`config.mk`:
```
export PLATFORM = sky130hd
export DESIGN_NAME = uart_param
export DESIGN_NICKNAME = d
export VERILOG_FILES = /design/src/rtl/uart_param.sv
export SDC_FILE = /design/constraint.sdc
export NUM_CORES = 1
export LEC_CHECK = 0
export ABC_AREA = 0
export CAP_MARGIN = 5
export CORE_ASPECT_RATIO = 1.4
export CORE_UTILIZATION = 26
export CTS_CLUSTER_DIAMETER = 80
export DETAILED_ROUTE_END_ITERATION = 8
export DONT_BUFFER_PORTS = 1
export GPL_ROUTABILITY_DRIVEN = 0
export PLACE_DENSITY = 0.49
export SLEW_MARGIN = 5
export SYNTH_ARGS = -nofsm -noshare
export SYNTH_HDL_FRONTEND = slang
export SYNTH_SLANG_ARGS = --single-unit
```
`constraint.sdc`:
```
create_clock -name SYSCLK -period 8.7 [get_ports SYSCLK]
set_input_delay 0.435 -clock SYSCLK [delete_from_list [all_inputs] [get_ports SYSCLK]]
set_output_delay 0.435 -clock SYSCLK [all_outputs]
set_load 0.02 [all_outputs]
```
`src/rtl/uart_param.sv`:
```
// uart_param: 16x-oversampling UART with configurable framing and an RX FIFO
// whose entries carry their own error flags. Define UART_PARAM_PARITY_EN to build parity.
module uart_param #(
  parameter int unsigned XTAL         = 100_000_000,
  parameter int unsigned BAUD         = 115200,
  parameter int unsigned DATABITS     = 8,
  parameter int unsigned STOPBITS     = 1,
  parameter int unsigned PARITY       = 0,
  parameter int unsigned RXFIFO_DEPTH = 4
) (
  input  logic                SYSCLK,
  input  logic                RESET,
  input  logic [DATABITS-1:0] txData,
  input  logic                txStb,
  output logic                txRdy,
  output logic                tx,
  input  logic                rx,
  output logic [DATABITS-1:0] rxData,
  output logic                rxRdy,
  input  logic                rxAck,
  output logic                rxFrameErr,
  output logic                rxParityErr,
  output logic                rxOverrun
);

  localparam int unsigned DIV      = XTAL / (BAUD * 16);
  localparam int unsigned DIVW     = (DIV > 1) ? $clog2(DIV) : 1;
  localparam int unsigned SUBW     = 5;
  localparam int unsigned BITW     = 4;
  localparam int unsigned PTRW     = $clog2(RXFIFO_DEPTH);
  localparam int unsigned CNTW     = PTRW + 1;
  localparam int unsigned STOPLAST = 16 * STOPBITS - 1;

`ifdef UART_PARAM_PARITY_EN
  localparam bit          PAR_ON  = (PARITY != 0);
  localparam bit          PAR_ODD = (PARITY == 1);
  localparam int unsigned WORDW   = DATABITS + 2;
`else
  localparam int unsigned WORDW   = DATABITS + 1;
  logic unusedParity;
  assign unusedParity = (PARITY != 0);
`endif

  typedef enum logic [2:0] {TX_IDLE, TX_WAIT, TX_START, TX_DATA, TX_PAR, TX_STOP} txState_t;
  typedef enum logic [2:0] {RX_IDLE, RX_START, RX_DATA, RX_PAR, RX_STOP} rxState_t;

  logic [DIVW-1:0]     divCnt, divCntN;
  logic                tick16;

  txState_t            txState, txStateN;
  logic                txOutN, txRdyN;
  logic [DATABITS-1:0] txShift, txShiftN;
  logic [SUBW-1:0]     txSub, txSubN;
  logic [BITW-1:0]     txBit, txBitN;

  logic                rxMeta, rxSync;
  rxState_t            rxState, rxStateN;
  logic [DATABITS-1:0] rxShift, rxShiftN;
  logic [SUBW-1:0]     rxSub, rxSubN;
  logic [BITW-1:0]     rxBit, rxBitN;
  logic                push;

  logic [WORDW-1:0]    mem [RXFIFO_DEPTH];
  logic [WORDW-1:0]    pushWord, headN;
  logic [PTRW-1:0]     wrPtr, wrPtrN, rdPtr, rdPtrN;
  logic [CNTW-1:0]     rxCount, countN;
  logic                pop, full, wrEn, overrunN;

`ifdef UART_PARAM_PARITY_EN
  logic txPar, txParN, rxPerr, rxPerrN;
`endif

  // Free-running oversampling divider
  assign tick16  = (divCnt == DIVW'(DIV - 1));
  assign divCntN = tick16 ? '0 : divCnt + DIVW'(1);

  // Transmit sequencer; tx is updated on the tick that ends the previous bit
  always_comb begin
    txStateN = txState;
    txOutN   = tx;
    txRdyN   = txRdy;
    txShiftN = txShift;
    txSubN   = txSub;
    txBitN   = txBit;
`ifdef UART_PARAM_PARITY_EN
    txParN   = txPar;
`endif
    case (txState)
      TX_IDLE: if (txStb && txRdy) begin
        txShiftN = txData;
        txRdyN   = 1'b0;
        txSubN   = '0;
`ifdef UART_PARAM_PARITY_EN
        txParN   = PAR_ODD ? ~^txData : ^txData;
`endif
        if (tick16) begin
          txStateN = TX_START;
          txOutN   = 1'b0;
        end else begin
          txStateN = TX_WAIT;
        end
      end
      TX_WAIT: if (tick16) begin
        txStateN = TX_START;
        txOutN   = 1'b0;
      end
      TX_START: if (tick16) begin
        if (txSub == SUBW'(15)) begin
          txSubN   = '0;
          txBitN   = '0;
          txStateN = TX_DATA;
          txOutN   = txShift[0];
        end else begin
          txSubN = txSub + SUBW'(1);
        end
      end
      TX_DATA: if (tick16) begin
        if (txSub == SUBW'(15)) begin
          txSubN = '0;
          if (txBit == BITW'(DATABITS - 1)) begin
            txStateN = TX_STOP;
            txOutN   = 1'b1;
`ifdef UART_PARAM_PARITY_EN
            if (PAR_ON) begin
              txStateN = TX_PAR;
              txOutN   = txPar;
            end
`endif
          end else begin
            txBitN   = txBit + BITW'(1);
            txShiftN = txShift >> 1;
            txOutN   = txShift[1];
          end
        end else begin
          txSubN = txSub + SUBW'(1);
        end
      end
`ifdef UART_PARAM_PARITY_EN
      TX_PAR: if (tick16) begin
        if (txSub == SUBW'(15)) begin
          txSubN   = '0;
          txStateN = TX_STOP;
          txOutN   = 1'b1;
        end else begin
          txSubN = txSub + SUBW'(1);
        end
      end
`endif
      TX_STOP: if (tick16) begin
        if (txSub == SUBW'(STOPLAST)) begin
          txSubN   = '0;
          txStateN = TX_IDLE;
          txRdyN   = 1'b1;
        end else begin
          txSubN = txSub + SUBW'(1);
        end
      end
      default: ;
    endcase
  end

  // Receive sequencer; samples land on the synchronised line at bit centres
  always_comb begin
    rxStateN = rxState;
    rxShiftN = rxShift;
    rxSubN   = rxSub;
    rxBitN   = rxBit;
    push     = 1'b0;
`ifdef UART_PARAM_PARITY_EN
    rxPerrN  = rxPerr;
`endif
    case (rxState)
      RX_IDLE: if (tick16 && !rxSync) begin
        rxStateN = RX_START;
        rxSubN   = '0;
`ifdef UART_PARAM_PARITY_EN
        rxPerrN  = 1'b0;
`endif
      end
      RX_START: if (tick16) begin
        if (rxSub == SUBW'(7)) begin
          rxSubN   = '0;
          rxBitN   = '0;
          rxStateN = rxSync ? RX_IDLE : RX_DATA;
        end else begin
          rxSubN = rxSub + SUBW'(1);
        end
      end
      RX_DATA: if (tick16) begin
        if (rxSub == SUBW'(15)) begin
          rxSubN   = '0;
          rxShiftN = {rxSync, rxShift[DATABITS-1:1]};
          if (rxBit == BITW'(DATABITS - 1)) begin
            rxStateN = RX_STOP;
`ifdef UART_PARAM_PARITY_EN
            if (PAR_ON) rxStateN = RX_PAR;
`endif
          end else begin
            rxBitN = rxBit + BITW'(1);
          end
        end else begin
          rxSubN = rxSub + SUBW'(1);
        end
      end
`ifdef UART_PARAM_PARITY_EN
      RX_PAR: if (tick16) begin
        if (rxSub == SUBW'(15)) begin
          rxSubN   = '0;
          rxPerrN  = rxSync != (PAR_ODD ? ~^rxShift : ^rxShift);
          rxStateN = RX_STOP;
        end else begin
          rxSubN = rxSub + SUBW'(1);
        end
      end
`endif
      RX_STOP: if (tick16) begin
        if (rxSub == SUBW'(15)) begin
          rxSubN   = '0;
          push     = 1'b1;
          rxStateN = RX_IDLE;
        end else begin
          rxSubN = rxSub + SUBW'(1);
        end
      end
      default: ;
    endcase
  end

`ifdef UART_PARAM_PARITY_EN
  assign pushWord = {rxPerr, ~rxSync, rxShift};
`else
  assign pushWord = {~rxSync, rxShift};
`endif

  // FIFO bookkeeping; a push into a full FIFO survives only if a pop frees a slot
  always_comb begin
    pop      = rxAck && (rxCount != '0);
    full     = (rxCount == CNTW'(RXFIFO_DEPTH));
    wrEn     = push && (!full || pop);
    rdPtrN   = pop  ? rdPtr + PTRW'(1) : rdPtr;
    wrPtrN   = wrEn ? wrPtr + PTRW'(1) : wrPtr;
    countN   = rxCount + CNTW'(wrEn) - CNTW'(pop);
    headN    = (wrEn && (wrPtr == rdPtrN)) ? pushWord : mem[rdPtrN];
    if (countN == '0) headN = '0;
    overrunN = rxOverrun;
    if (rxAck) overrunN = 1'b0;
    else if (push && full) overrunN = 1'b1;
  end

  always_ff @(posedge SYSCLK) begin
    if (wrEn) mem[wrPtr] <= pushWord;
  end

  always_ff @(posedge SYSCLK or posedge RESET) begin
    if (RESET) begin
      divCnt     <= '0;
      txState    <= TX_IDLE;
      tx         <= 1'b1;
      txRdy      <= 1'b1;
      txShift    <= '0;
      txSub      <= '0;
      txBit      <= '0;
      rxMeta     <= 1'b1;
      rxSync     <= 1'b1;
      rxState    <= RX_IDLE;
      rxShift    <= '0;
      rxSub      <= '0;
      rxBit      <= '0;
      wrPtr      <= '0;
      rdPtr      <= '0;
      rxCount    <= '0;
      rxRdy      <= 1'b0;
      rxData     <= '0;
      rxFrameErr <= 1'b0;
      rxOverrun  <= 1'b0;
    end else begin
      divCnt     <= divCntN;
      txState    <= txStateN;
      tx         <= txOutN;
      txRdy      <= txRdyN;
      txShift    <= txShiftN;
      txSub      <= txSubN;
      txBit      <= txBitN;
      rxMeta     <= rx;
      rxSync     <= rxMeta;
      rxState    <= rxStateN;
      rxShift    <= rxShiftN;
      rxSub      <= rxSubN;
      rxBit      <= rxBitN;
      wrPtr      <= wrPtrN;
      rdPtr      <= rdPtrN;
      rxCount    <= countN;
      rxRdy      <= (countN != '0);
      rxData     <= headN[DATABITS-1:0];
      rxFrameErr <= headN[DATABITS];
      rxOverrun  <= overrunN;
    end
  end

`ifdef UART_PARAM_PARITY_EN
  always_ff @(posedge SYSCLK or posedge RESET) begin
    if (RESET) begin
      txPar       <= 1'b0;
      rxPerr      <= 1'b0;
      rxParityErr <= 1'b0;
    end else begin
      txPar       <= txParN;
      rxPerr      <= rxPerrN;
      rxParityErr <= headN[DATABITS+1];
    end
  end
`else
  assign rxParityErr = 1'b0;
`endif

endmodule

```
## Yosys cells after proc, flatten, opt, wreduce, memory -nomap -nowiden

Memories as Yosys holds them, arrays and structs flattened.
Cells that the tools add are included.

| storage, ports and cells | value |
|---|---|
| flip-flop bits (word level) | 68 |
| RAM bits | 36 |
| input bits | 13 |
| output and inout bits | 14 |
| logic and storage cells | 174 |
| memories kept | 1 |

| operators by class | value |
|---|---|
| add/subtract/negate cells | 9 |
| equality and inequality tests | 36 |
| mux-type cells | 71 |
| bitwise operators | 1 |
| reductions and logical operators | 36 |

Memories:

| memory | words | width | read ports | clocked after Yosys merged registers in | write ports | RTL line | text |
|---|---|---|---|---|---|---|---|
| mem | 4 | 9 | 1 | 0 | 1 | 63 | `logic [WORDW-1:0] mem [RXFIFO_DEPTH];` |

Operators with widths:

| operator | number |
|---|---|
| 3-bit 2-to-1 mux | 17 |
| 4-bit 2-to-1 mux | 10 |
| 5-bit 2-to-1 mux | 8 |
| 2-bit inequality test (second input constant) | 19 |
| 8-bit 2-to-1 mux | 4 |
| 9-bit 2-to-1 mux | 2 |
| 6-bit AND reduction | 3 |
| 1-bit 2-to-1 mux | 17 |
| 4-bit one-hot mux with 2 select lines | 2 |
| 8-bit one-hot mux with 2 select lines | 1 |
| 3-bit one-hot mux with 5 select lines | 1 |
| 5-bit one-hot mux with 3 select lines | 1 |
| 3-bit one-hot mux with 4 select lines | 1 |
| 2-bit nonzero test | 6 |
| 5-bit by 1-bit adder with 5-bit output (second input constant) | 2 |
| 5-bit by 4-bit == test with 1-bit output (second input constant) | 2 |
| 5-bit one-hot mux with 2 select lines | 1 |
| 10-bit AND reduction | 1 |
| 3-bit by 2-bit == test with 1-bit output (second input constant) | 3 |
| 3-bit == test (second input constant) | 3 |
| 3-bit zero test | 3 |
| 9-bit AND reduction | 1 |
| 3-bit nonzero test | 3 |
| 4-bit by 1-bit adder with 4-bit output (second input constant) | 2 |
| 25 further kinds | 40 |

## Depth between registers and ports, before layout

| logic depth | value |
|---|---|
| depth after elaboration | 9 |
| depth in mapped cells | 16 |

## Worst setup path after synthesis

Ideal clock, no wire load.

| timing | value |
|---|---|
| kind | reg-to-reg |
| start | register rxSub[0] |
| end | register rxData[7] |
| setup time | 124 ps |
| arrival time | 2970 ps |
| required time | 8576 ps |
| path slack | 5606 ps |
| stages on the path, launching flop included | 15 |
| path buffers | 0 |
| clock period less this slack | 3094 ps |
| cells stage by stage | dfrtp_1 > ha_1 > and3_1 > ha_1 > nand3_1 > nor2_1 > inv_1 > ha_1 > inv_1 > ha_1 > fa_1 > nor3_4 > inv_1 > o211ai_1 > o21ai_1 |

| on the way | value |
|---|---|
| longest elaborated chain between the ends | 9 |
| elaborated cells on any way between the ends | 11 |

Ends and longest elaborated chain:

| element | RTL line | text |
|---|---|---|
| start, declared | 59 | `logic [SUBW-1:0] rxSub, rxSubN;` |
| start signal, assigned | 288 | `rxSub <= rxSubN;` |
| 5-bit by 4-bit == test with 1-bit output | 217 | `if (rxSub == SUBW'(15)) begin` |
| 1-bit 2-to-1 mux | 217 |  |
| 1-bit 2-to-1 mux | 216 | `RX_STOP: if (tick16) begin` |
| 1-bit 2-to-1 mux | 172 | `case (rxState)` |
| 1-bit logical AND | 239 | `wrEn = push && (!full \|\| pop);` |
| 3-bit by 1-bit adder with 3-bit output | 242 | `countN = rxCount + CNTW'(wrEn) - CNTW'(pop);` |
| 3-bit by 1-bit subtractor with 3-bit output | 242 |  |
| named net countN[1] | 66 | `logic [CNTW-1:0] rxCount, countN;` |
| 3-bit zero test | 244 | `if (countN == '0) headN = '0;` |
| 9-bit 2-to-1 mux | 244 |  |
| named net headN[7] | 64 | `logic [WORDW-1:0] pushWord, headN;` |
| end signal, assigned | 294 | `rxData <= headN[DATABITS-1:0];` |
| end, declared | 18 | `output logic [DATABITS-1:0] rxData,` |

The timed path passes the listed nets, and every way through them passes these cells.
A chain may end at the register's enable or synchronous reset.

## Worst setup path in the final report

Same ends and word-level chain as after synthesis.

==> results.py <==
metrics = {
    "die": {
        "die_w_um": 123,
        "row_count": 61,
        "fp.coreArea_mm2": 0.0200,
        "die_area_mm2": 0.0211,
        "initial_utilization": 0.267,
        "fp.dieH_um": 172,
        "io_pins": 27,
    },
    "worst_setup_path": {
        "required_ns": 8.93,
        "cpLargestDelayFamily": "adder cells",
        "start_kind": "flip-flop",
        "crit_path_max_fanout": 9,
        "slowest_stage": "nor3_4",
        "critPathCaptureType": "flip-flop",
        "max_stage_delay_ns": 0.42,
        "crit_chain": "ha_1 -> and3_1 -> ha_1 -> nand3_1 -> nor2_1 -> inv_1 -> ha_1 -> inv_1 -> ha_1 -> fa_1 -> xnor2_1 -> nor3_4 -> inv_1 -> o211ai_1 -> o21ai_1",
        "critPathKind": "flip-flop to flip-flop",
        "arrival_ns": 3.86,
        "crit_path_frequent_cell": "ha_1",
        "crit_buf_inv": 3,
    },
    "power": {
        "p_per_area_mw_per_mm2": 222,
        "ir_drop_v": 0.000120,
        "p_leak_nw": 2.40,
    },
    "logic_synthesis": {
        "synth_nets": 517,
        "async_reset_ff_frac": 0.654,
        "synthTopCellsByCount": "64 x dfrtp_1, 38 x nand2_1, 38 x o21ai_0, 36 x edfxtp_1, 25 x nor2_1",
        "ys_ff_latch": 104,
        "synth_cell_types": 66,
        "yosys.area.top_type": "dfrtp_1",
        "synth_most_common_cell": "dfrtp_1",
        "yosys_most_used_dff": "dfrtp_1",
        "yosysWarningCount": 0,
        "synth_area_mm2": 0.00534,
        "syn_inst": 489,
        "synth.top_cell.area_share": 0.300,
        "syn_area_per_cell_um2": 10.9,
        "synth-edff-count": 36,
        "yosys-top-cells-area": "dfrtp_1 30%, edfxtp_1 20%, mux2_2 3.8%",
        "synth-seq-area-share": 0.522,
    },
    "clocking": {
        "cts_made_buffers": 9,
        "cts-root-buf": "clkbuf_16",
        "cts_resized": 0,
        "clock_sinks": 104,
        "insertion_delay_ns": 0.35,
        "cts_tree": "built",
        "post_cts_buffers": 0,
        "max-clock-path-buffers": 2,
        "h-tree-depth": 3,
        "cts_hold_buf": 0,
        "clk_pin_slew_ns": 0.08,
    },
    "cells_and_area": {
        "antenna_cells": 0,
        "instances_no_fill": 732,
        "drive_above_1_share": 0.108,
        "areaGrowthSynthToFinish_pct": 9.18,
        "finalNetCount": 503,
        "design_area_mm2": 0.00583,
    },
    "placement": {
        "dpl-instance-area_mm2": 0.00554,
        "io_buffers": 0,
        "placedCellCount": 716,
        "post-dp-hpwl_mm": 7.68,
    },
    "flow_run": {
        "cap_violations": 0,
    },
    "global_routing": {
        "grt_pass1_wl_mm": 18.7,
        "antenna_found_initial": 0,
        "grt_pass1_vias": 3745,
        "grt_start_max_net_pins": 69,
        "track_usage": 0.117,
        "overflow": 0,
    },
    "drt": {
        "ant_nets": 0,
        "routed_wl_mm": 11.6,
        "drc": 0,
        "drt_iter0_markers": 146,
        "via_per_inst": 4.92,
        "vias": 3603,
        "first_pass_iters": 4,
        "wl_per_cell_um": 15.9,
    },
    "sta": {
        "slew_headroom": 0.394,
        "whs_ns": 0.0795,
        "maxSlewViolCount": 0,
        "layout_min_cycle_time_ns": 3.64,
        "tns_ns": 0,
        "setup_viol": 0,
        "hold_viol_final": 0,
        "clock_skew_ns": 0.0115,
        "max_freq_ghz": 0.275,
        "period_share": 0.418,
        "grt_setup_unrepaired": "false",
        "tightestPinTransition_ns": 0.909,
    },
    "status": {
        "status": "complete, no violations",
    },
    "min_path": {
        "holdCritPathClass": "primary input to flip-flop",
    },
}
## logic make-up after synthesis
group	after synthesis	share of synthesized area
other cells	1	0.000702
simple gates	162	0.174
xor+xnor	14	0.0281
buf+inv	51	0.0431
flops	104	0.522
mux	35	0.0698
compound gates	107	0.126
fa+ha+maj	15	0.0365
## path summary, 6_finish.rpt
path / start / cells past startpoint / slack [ns] / endpoint
setup / recovery: rxSub[0]$_DFFE_PP0P_ / 15 / 5.06 / rxData[7]$_DFF_PP0_
hold / removal: rx / 0 / 0.08 / rxMeta$_DFF_PP1_
setup reg to reg: rxSub[0]$_DFFE_PP0P_ / 15 / 5.06 / rxData[7]$_DFF_PP0_
hold reg to reg: rxMeta$_DFF_PP1_ / 0 / 0.37 / rxSync$_DFF_PP1_
max in group asynchronous: RESET / 2 / 7.87 / rxShift[7]$_DFFE_PP0P_
min in group asynchronous: RESET / 2 / 0.25 / rxBit[3]$_DFFE_PP0P_
## where the power goes
group	internal (mW)	leakage (nW)	switching, mW
registers	0.535	1.28	0.0394
logic	0.125	0.979	0.196
clock network	0.206	0.139	0.192
total	0.866	2.40	0.428
## state kept, by name (all words and copies together) (netlist names), 5 cells and up
| signal | cells |
|---|---|
| divCnt | 6 |
| txSub | 5 |
| txShift | 8 |
| rxShift | 8 |
| mem | 36 |
| rxSub | 5 |
| rxData | 8 |
## final cells by class
| class | instances | area, µm² |
|---|---|---|
| clock buffer | 10 | 239 |
| clock inverter | 6 | 53.8 |
| fill | 2046 | 14200 |
| inverter | 22 | 82.6 |
| multi-input combinational | 334 | 2320 |
| sequential | 104 | 2790 |
| tap | 252 | 315 |
| timing repair buffer | 4 | 30.0 |
## per-stage QoR
step	util	power, mW	setup slack [ns]
4_1_cts	0.292	1.31	5.02
5_1_grt	0.292	1.36	4.69
3_3_place_gp	0.277	0.899	5.18
3_5_place_dp	0.277	0.909	5.06
2_1_floorplan	-	0.843	5.61
6_report	0.292	1.29	5.06
## cells in the final DEF, fill, tap and decap left out, types with 8 or more instances in the layout
master / count
clkbuf_16: 9
mux2_2: 18
o211ai_1: 10
o21a_1: 9
edfxtp_1: 36
nor2_1: 25
nand3b_1: 11
or3_1: 8
inv_1: 20
a21oi_1: 23
dfrtp_1: 64
nand4b_1: 9
xnor2_1: 9
nand3_1: 14
ha_1: 14
mux2i_1: 17
nand4_1: 13
o21ai_0: 38
nand2_1: 38
## worst reg2reg max path: stages, from the launching register on
cell and delay, ns:
dfrtp_1 0.39, ha_1 0.21, and3_1 0.20, ha_1 0.24, nand3_1 0.14, nor2_1 0.39, inv_1 0.09, ha_1 0.29
inv_1 0.04, ha_1 0.18, fa_1 0.39, xnor2_1 0.19, nor3_4 0.42, inv_1 0.15, o211ai_1 0.11, o21ai_1 0.09
## routing by layer
metal	part of all wire	wire [µm]	GRT usage
met4	0.019	222	0.0430
met3	0.027	313	0.0282
met1	0.41	4800	0.125
met5	0	0	0
met2	0.54	6270	0.217
Note: power is estimated with default switching activity, not from simulation.
